File: config.mk
export PLATFORM = sky130hd
export DESIGN_NAME = ram_reader
export DESIGN_NICKNAME = d
export VERILOG_FILES = /design/src/rtl/ram_reader_pkg.sv /design/src/rtl/rr_skid_fifo.sv /design/src/rtl/ram_reader.sv
export SDC_FILE = /design/constraint.sdc
export NUM_CORES = 1
export LEC_CHECK = 0
export ABC_AREA = 1
export BUFFER_PORTS_ARGS = -buffer_cell sky130_fd_sc_hd__buf_2
export CORE_UTILIZATION = 25
export DETAILED_ROUTE_END_ITERATION = 8
export GPL_TIMING_DRIVEN = 0
export HOLD_SLACK_MARGIN = 0.02
export PLACE_DENSITY = 0.41
export SYNTH_ARGS = -nofsm -noshare
export SYNTH_HDL_FRONTEND = slang
export SYNTH_SLANG_ARGS = --single-unit
File: constraint.sdc
create_clock -name clk -period 2.9 [get_ports clk]
set_clock_uncertainty 0.05 [all_clocks]
set_input_delay 0.29 -clock clk [delete_from_list [all_inputs] [get_ports clk]]
set_output_delay 0.29 -clock clk [all_outputs]
set_load 0.01 [all_outputs]
File: src/rtl/ram_reader_pkg.sv
// ram_reader_pkg: shared widths, buffer depth and FSM state type for the RAM read engine.
package ram_reader_pkg;
    localparam int RR_DATA_W    = 8;
    localparam int RR_ADDR_W    = 4;
    localparam int RR_BUF_DEPTH = 2;
    localparam int RR_OCC_W     = $clog2(RR_BUF_DEPTH + 1);
    typedef enum logic [1:0] {IDLE, RUN, DRAIN} rr_state_t;
endpackage

File: src/rtl/rr_skid_fifo.sv
// rr_skid_fifo: 2-entry synchronous FIFO buffering RAM read data for the output stream.
module rr_skid_fifo
    import ram_reader_pkg::*;
#(
    parameter int DATA_W = RR_DATA_W
) (
    input  logic                clk,
    input  logic                rst,
    input  logic                i_push,
    input  logic [DATA_W-1:0]   i_data,
    input  logic                i_pop,
    output logic [DATA_W-1:0]   o_data,
    output logic [RR_OCC_W-1:0] o_occ,
    output logic                o_empty,
    output logic                o_full
);
    logic [DATA_W-1:0]   r_mem [RR_BUF_DEPTH];
    logic                r_wp;
    logic                r_rp;
    logic [RR_OCC_W-1:0] r_cnt;

    always_ff @(posedge clk or posedge rst) begin
        if (rst) begin
            r_mem[0] <= '0;
            r_mem[1] <= '0;
            r_wp     <= 1'b0;
            r_rp     <= 1'b0;
            r_cnt    <= '0;
        end else begin
            if (i_push) begin
                r_mem[r_wp] <= i_data;
                r_wp        <= ~r_wp;
            end
            if (i_pop) r_rp <= ~r_rp;
            r_cnt <= r_cnt + RR_OCC_W'(i_push) - RR_OCC_W'(i_pop);
        end
    end

    assign o_data  = r_mem[r_rp];
    assign o_occ   = r_cnt;
    assign o_empty = r_cnt == '0;
    assign o_full  = r_cnt == RR_OCC_W'(RR_BUF_DEPTH);
endmodule

File: src/rtl/ram_reader.sv
// ram_reader: issues len wrapped reads from base_addr on the RAM read port and streams the
// returned words out on a valid/ready interface with credit-based back-pressure.
module ram_reader
    import ram_reader_pkg::*;
#(
    parameter int DATA_W = RR_DATA_W,
    parameter int ADDR_W = RR_ADDR_W
) (
    input  logic              clk,
    input  logic              rst,
    input  logic              start,
    input  logic [ADDR_W-1:0] base_addr,
    input  logic [ADDR_W:0]   len,
    output logic              busy,
    output logic              done,
    output logic              re,
    output logic [ADDR_W-1:0] ra,
    input  logic [DATA_W-1:0] Dout,
    output logic [DATA_W-1:0] m_data,
    output logic              m_valid,
    input  logic              m_ready
);
    localparam int LW = ADDR_W + 1;
    localparam int CW = RR_OCC_W + 1;

    rr_state_t           r_state;
    rr_state_t           w_next;
    logic [ADDR_W-1:0]   r_base;
    logic [ADDR_W-1:0]   r_ra;
    logic [LW-1:0]       r_len;
    logic [LW-1:0]       r_issued;
    logic [LW-1:0]       r_accepted;
    logic                r_inflight;
    logic                r_done;
    logic                w_pop;
    logic                w_re;
    logic                w_accept;
    logic                w_last;
    logic                w_credit;
    logic                w_empty;
    logic                w_full;
    logic [ADDR_W-1:0]   w_addr;
    logic [RR_OCC_W-1:0] w_occ;

    assign w_pop    = m_valid && m_ready;
    // a read may issue only if its word is guaranteed a slot once it lands
    assign w_credit = CW'(w_occ) + CW'(r_inflight) < CW'(RR_BUF_DEPTH) + CW'(w_pop);
    assign w_addr   = r_base + r_issued[ADDR_W-1:0];

    always_comb begin
        w_next   = r_state;
        w_accept = 1'b0;
        w_re     = 1'b0;
        w_last   = 1'b0;
        case (r_state)
            IDLE: begin
                w_accept = start && len != '0;
                if (w_accept) w_next = RUN;
            end
            RUN: begin
                w_re = r_issued < r_len && w_credit && (!w_full || w_pop);
                if (r_issued == r_len) w_next = DRAIN;
            end
            DRAIN: begin
                w_last = w_pop && r_accepted + LW'(1) == r_len;
                if (w_last) w_next = IDLE;
            end
            default: w_next = IDLE;
        endcase
    end

    always_ff @(posedge clk or posedge rst) begin
        if (rst) begin
            r_state    <= IDLE;
            r_base     <= '0;
            r_len      <= '0;
            r_issued   <= '0;
            r_accepted <= '0;
            r_inflight <= 1'b0;
            r_ra       <= '0;
            r_done     <= 1'b0;
        end else begin
            r_state    <= w_next;
            r_inflight <= w_re;
            r_done     <= w_last;
            if (w_re) begin
                r_issued <= r_issued + LW'(1);
                r_ra     <= w_addr;
            end
            if (w_pop) r_accepted <= r_accepted + LW'(1);
            if (w_accept) begin
                r_base     <= base_addr;
                r_len      <= len;
                r_issued   <= '0;
                r_accepted <= '0;
            end
        end
    end

    assign busy    = r_state != IDLE;
    assign done    = r_done;
    assign re      = w_re;
    assign ra      = w_re ? w_addr : r_ra;
    assign m_valid = !w_empty;

    rr_skid_fifo #(.DATA_W(DATA_W)) u_fifo (
        .clk    (clk),
        .rst    (rst),
        .i_push (r_inflight),
        .i_data (Dout),
        .i_pop  (w_pop),
        .o_data (m_data),
        .o_occ  (w_occ),
        .o_empty(w_empty),
        .o_full (w_full)
    );
endmodule

== After elaboration in Yosys (flattened, before gate mapping) ==
Index checks and enable logic that the tools add are counted.
Word-level totals
  input bits: 21
  memory bits (read-only): 0
  bits in writable memories: 0
  register bits after elaboration: 47
  memories: 0
  output and inout port bits: 16
  bits in latches: 0
  word-level logic and storage cells: 71
Operators by class
  divide/modulo/power cells: 0
  equal/unequal tests: 8
  $lt $le $gt $ge: 5
  shift-type cells: 0
  bitwise gates (word level): 4
  $add $sub $neg: 7
  multiply operators: 0
  muxes and demuxes: 18
  reduce and logical (&&, ||, !) cells: 16
Operators with widths (number)
  8-bit two-way mux: 4
  5-bit two-way mux: 4
  16-bit bitwise mux: 1
  5-bit by 1-bit adder with 5-bit output (second input constant): 2
  5-bit equality test: 2
  8-bit demux with 1-bit select: 1
  1-bit logical AND: 6
  2-bit two-way mux: 3
  2-bit inequality test (second input constant): 3
  2-bit case mux with 3 select lines: 1
  2-bit nonzero test: 3
  5-bit less-than comparator: 1
  5-bit nonzero test: 1
  4-bit adder: 1
  2-bit equality test (second input constant): 2
  2-bit >= comparator (second input constant): 2
  2-bit zero test: 2
  4-bit two-way mux: 1
  1-bit NOT with 2-bit output: 2
  2-bit by 1-bit adder with 3-bit output: 1
  2-bit by 1-bit adder with 3-bit output (first input constant): 1
  3-bit less-than comparator: 1
  1-bit two-way mux: 3
  3-bit AND reduction: 1
  7 further kinds: 9

== Logic depth before layout (Yosys ltp) ==
  word-level depth: 10
  mapped depth: 11
  depth with buffers taken out: 11

== Cells and area by module ==
A second synthesis with hierarchy kept.
Second synthesis, totals
  cell total of the unflattened synthesis: 312
  area, all modules: 2586.2 um2
By module, submodules not included
  ram_reader: area each 1655.3 um2, instances 1, cells each 203
  rr_skid_fifo: area each 930.9 um2, instances 1, cells each 109

== Worst setup path after synthesis ==
OpenSTA, ideal clock, no wires.
  path type: flip-flop to output port
  from: reg r_inflight
  to: out ra[0]
  required time: 2.560 ns
  path buffers: 0
  arrival time: 1.446 ns
  cell stages (with the launch flop): 10
  path slack: 1.114 ns
  cells stage by stage: dfrtp_1 ha_1 ha_1 nor2_1 nand3_1 nor2_1 nand3_2 inv_1 nand2_1 nand2_1
Between the ends
  longest elaborated chain between the ends: 6
RTL lines
  from (decl): line ram_reader.sv:33  | logic r_inflight;
  from (signal assigned): line ram_reader.sv:84  | r_inflight <= w_re;
  2-bit by 1-bit adder with 3-bit output: line ram_reader.sv:47  | assign w_credit = CW'(w_occ) + CW'(r_inflight) < CW'(RR_BUF_DEPTH) + CW'(w_pop);
  3-bit less-than comparator: line ram_reader.sv:47
  1-bit logical AND (2 in series): line ram_reader.sv:61  | w_re = r_issued < r_len && w_credit && (!w_full || w_pop);
  1-bit two-way mux: line ram_reader.sv:55  | case (r_state)
  named net re: line ram_reader.sv:16  | output logic re,
  4-bit two-way mux
  to (decl): line ram_reader.sv:17  | output logic [ADDR_W-1:0] ra,
The timed path passes the listed nets, and every way through them passes these cells.

== Worst setup path in the final report ==
  from: reg r_inflight
  to: out ra[1]
Between the ends
  longest elaborated chain between the ends: 6
RTL lines (line)
  2-bit by 1-bit adder with 3-bit output: ram_reader.sv:47
  3-bit less-than comparator: ram_reader.sv:47
  1-bit logical AND (2 in series): ram_reader.sv:61
  1-bit two-way mux: ram_reader.sv:55
  4-bit two-way mux
No other way between the ends.

==> impl_results.md <==
* Netlist cell types at 28
* Syn Std Cell Area at 0.00252 mm^2
* Async SR Flop Fraction at 100%
* Syn Area/Cell at 8.64 um^2
* Layout cells sized above 1 at 22.8%
* # diodes at 0
* Main synth FF type: dfrtp_1
* Initial DRC count at 42
* Root buf cell: clkbuf_8
* Max-cap violations at 0
* Outcome: finished clean
* Worst Path Buf+Inv at 2
* Fmax at 420 MHz
* Pin count of the biggest net entering global routing at 30
* P&R area growth vs syn at 19.5%
* Number of detailed-route iterations in the first pass at 4
* Initial antenna violation count at 0
* CP cell instances: ha_1 > ha_1 > nor2_1 > nand3_1 > nor2_1 > nand3_2 > buf_6 > o21ai_2 > buf_2
* Gr usage total at 11.6%
* Top cells by area, synth: dfrtp_1 (47%), nand2_1 (12%), ha_1 (6.9%)
* Dpl hpwl at 4080 um
* Top cell type's share of synthesized area at 46.6%
* RSZ-0062 raised after global routing: no
* Final ANT Viol Nets at 0
* Clock tree sinks at 47
* Final core occ at 30.9%
* Worst-path clk slew at 90 ps
* Layout Nets at 373
* Post-synth top area cell: dfrtp_1
* Max_slew headroom at 70.2%
* Worst VDD drop at 0.252 mV
* Crit. End Element: primary output
* Total negative setup slack at 0 ps
* Total congestion overflow at 0
* CP Data Required Time at 2560 ps
* Setup crit start kind: register
* Die area at 0.0105 mm^2
* Fin crit period at 2380 ps
* Comb power frac at 48.7%
* WL per Instance at 11.8 um
* CP peak stage delay at 430 ps
* P_leak at 1.60 nW
* Routability Congestion at 0.747
* Number of synthesized flops with an enable pin at 0
* Via-to-Cell Ratio at 4.12
* Fill cells at 1,065
* Final Hold Fails at 0
* Clock Path Buffers at 2
* Worst path slowest cell: dfrtp_1
* FP Rows at 36
* Global-route wire length before repair at 9250 um
* CTS H-Tree Depth at 2
* DRC errors left at 0
* Initial Utilization at 25.8%
* Finish-stage setup viols at 0
* Sequential area share after synthesis at 46.6%
* CTS tree: done
* Die X at 102 um
* Final period util at 82.1%
* Switching Fraction at 41.9%
* DR vias at 1,940
* Commonest cells after routing, fill and taps aside: nand2_1 (83), dfrtp_1 (47), buf_2 (39)
* Die height at 102 um
* Area of the core at 0.00977 mm^2
* Power share of the sequential group at 36.1%
* Most common cell after layout, fill and taps aside: nand2_1
* Share of total power in the clock network at 15.2%
* WL final at 5560 um
* Final Max Slew Viols at 0
* Synthesized flop and latch total at 47
* Worst slew pin tran at 446 ps
* Vias in the first global route at 1,885
* Critical Path AT at 2040 ps
* I/O pin total at 37
* CP Class: register to primary output
* Crit Path Max Fanout at 10
* Net Sw Power at 1.38 mW
* HP Class: input port to register
* # port buffers at 36
* Clock latency on the worst-skew pair at 310 ps
* Clock buffer count from CTS at 5
* Post-Syn Nets at 328
* Syn Inst Count at 292
* Power density cells at 1100 mW/mm^2
* Crit-path leading delay family: simple AND/OR/NAND/NOR gates
* Synthesis warning total at 0
* Internal at 1.92 mW
* Post-CTS setup buffers at 0
-- sequential cells by signal (all words and copies together) (netlist names) --
register      count
r_ra              4
r_inflight        1
done              1
r_len             5
u_fifo.r_rp       1
u_fifo.o_occ      2
r_accepted        5
u_fifo.r_wp       1
r_issued          5
u_fifo.r_mem     16
r_state           2
r_base            4
-- tightest hold or removal path: stages --
cell and delay [ps]:
buf_2 70, nand2_1 40, nand2_1 40
-- cells by family after synthesis --
family / Yosys count / synth area share (%)
simple gates: 126 / 21.7
buf+inv: 50 / 8.93
flops: 47 / 46.6
compound gates: 34 / 7.24
fa+ha+maj: 15 / 7.74
xor+xnor: 12 / 4.17
mux: 8 / 3.57
-- layer usage --
metal / part of all wire, % / track usage, % / vias up
met3: 4.6 / 2.26 / 6
li1: - / - / 1013
met1: 51 / 16.1 / 880
met5: 0 / 0 / -
met2: 42 / 17.8 / 41
met4: 1.7 / 4.62 / 0
-- power groups by stage --
stage               registers [mW]  clock network [mW]  logic (mW)
finish                        1.19               0.504        1.61
global route                  1.24               0.551        1.88
detailed placement            1.21                   0        1.64
global placement              1.20                   0        1.61
floorplan                     1.14                   0        1.22
CTS                           1.20               0.530        1.65
-- layout make-up --
cell class              count  area [um^2]  share of cell area (%)
multi-input cells         195         1120                    37.2
inverters                  41          154                    5.10
clock buffers               5         68.8                    2.28
plain buffers               9         71.3                    2.37
clock inverters             3         47.5                    1.58
well taps                 133          166                    5.52
repair buffers             38          210                    6.97
flip-flops and latches     47         1180                    39.0
-- timing repair --
action	4_1_cts	5_1_grt
hold buffers	1	0
resized for setup	0	0
endpoints found under the hold margin	18	0
-- through the flow --
| step | instance area [um^2] | total power [mW] | std cells | hold slack, ps | setup slack [ps] |
|---|---|---|---|---|---|
| floorplan | 2520 | 2.36 | 292 | 350 | 1110 |
| global placement | 2870 | 2.82 | 461 | 405 | 654 |
| detailed placement | 2890 | 2.84 | 462 | 282 | 842 |
| CTS | 3020 | 3.37 | 471 | 108 | 483 |
| global route | 3020 | 3.67 | 471 | 117 | 377 |
| finish | 3020 | 3.31 | 471 | 126 | 520 |
-- final timing paths --
path | from | endpoint | slack (ps) | cells past startpoint
max | r_inflight | ra[1] | 520 | 9
min | base_addr[2] | r_base[2] | 130 | 3
max reg2reg | u_fifo.o_occ[1] | u_fifo.o_occ[1] | 1120 | 9
min reg2reg | r_ra[2] | r_ra[2] | 430 | 2
max in group asynchronous | rst | done | 1810 | 4
min in group asynchronous | rst | r_issued[2] | 480 | 3
-- cell usage after synthesis, types with 4 or more instances --
cell,count
ha_1,14
buf_6,4
mux2_2,8
inv_1,38
xor2_1,4
nor2_1,12
xnor2_1,8
nand4_1,5
o21ai_0,26
dfrtp_1,47
nand2_1,83
nand3_1,16
Note: power is estimated with default switching activity, not from simulation.
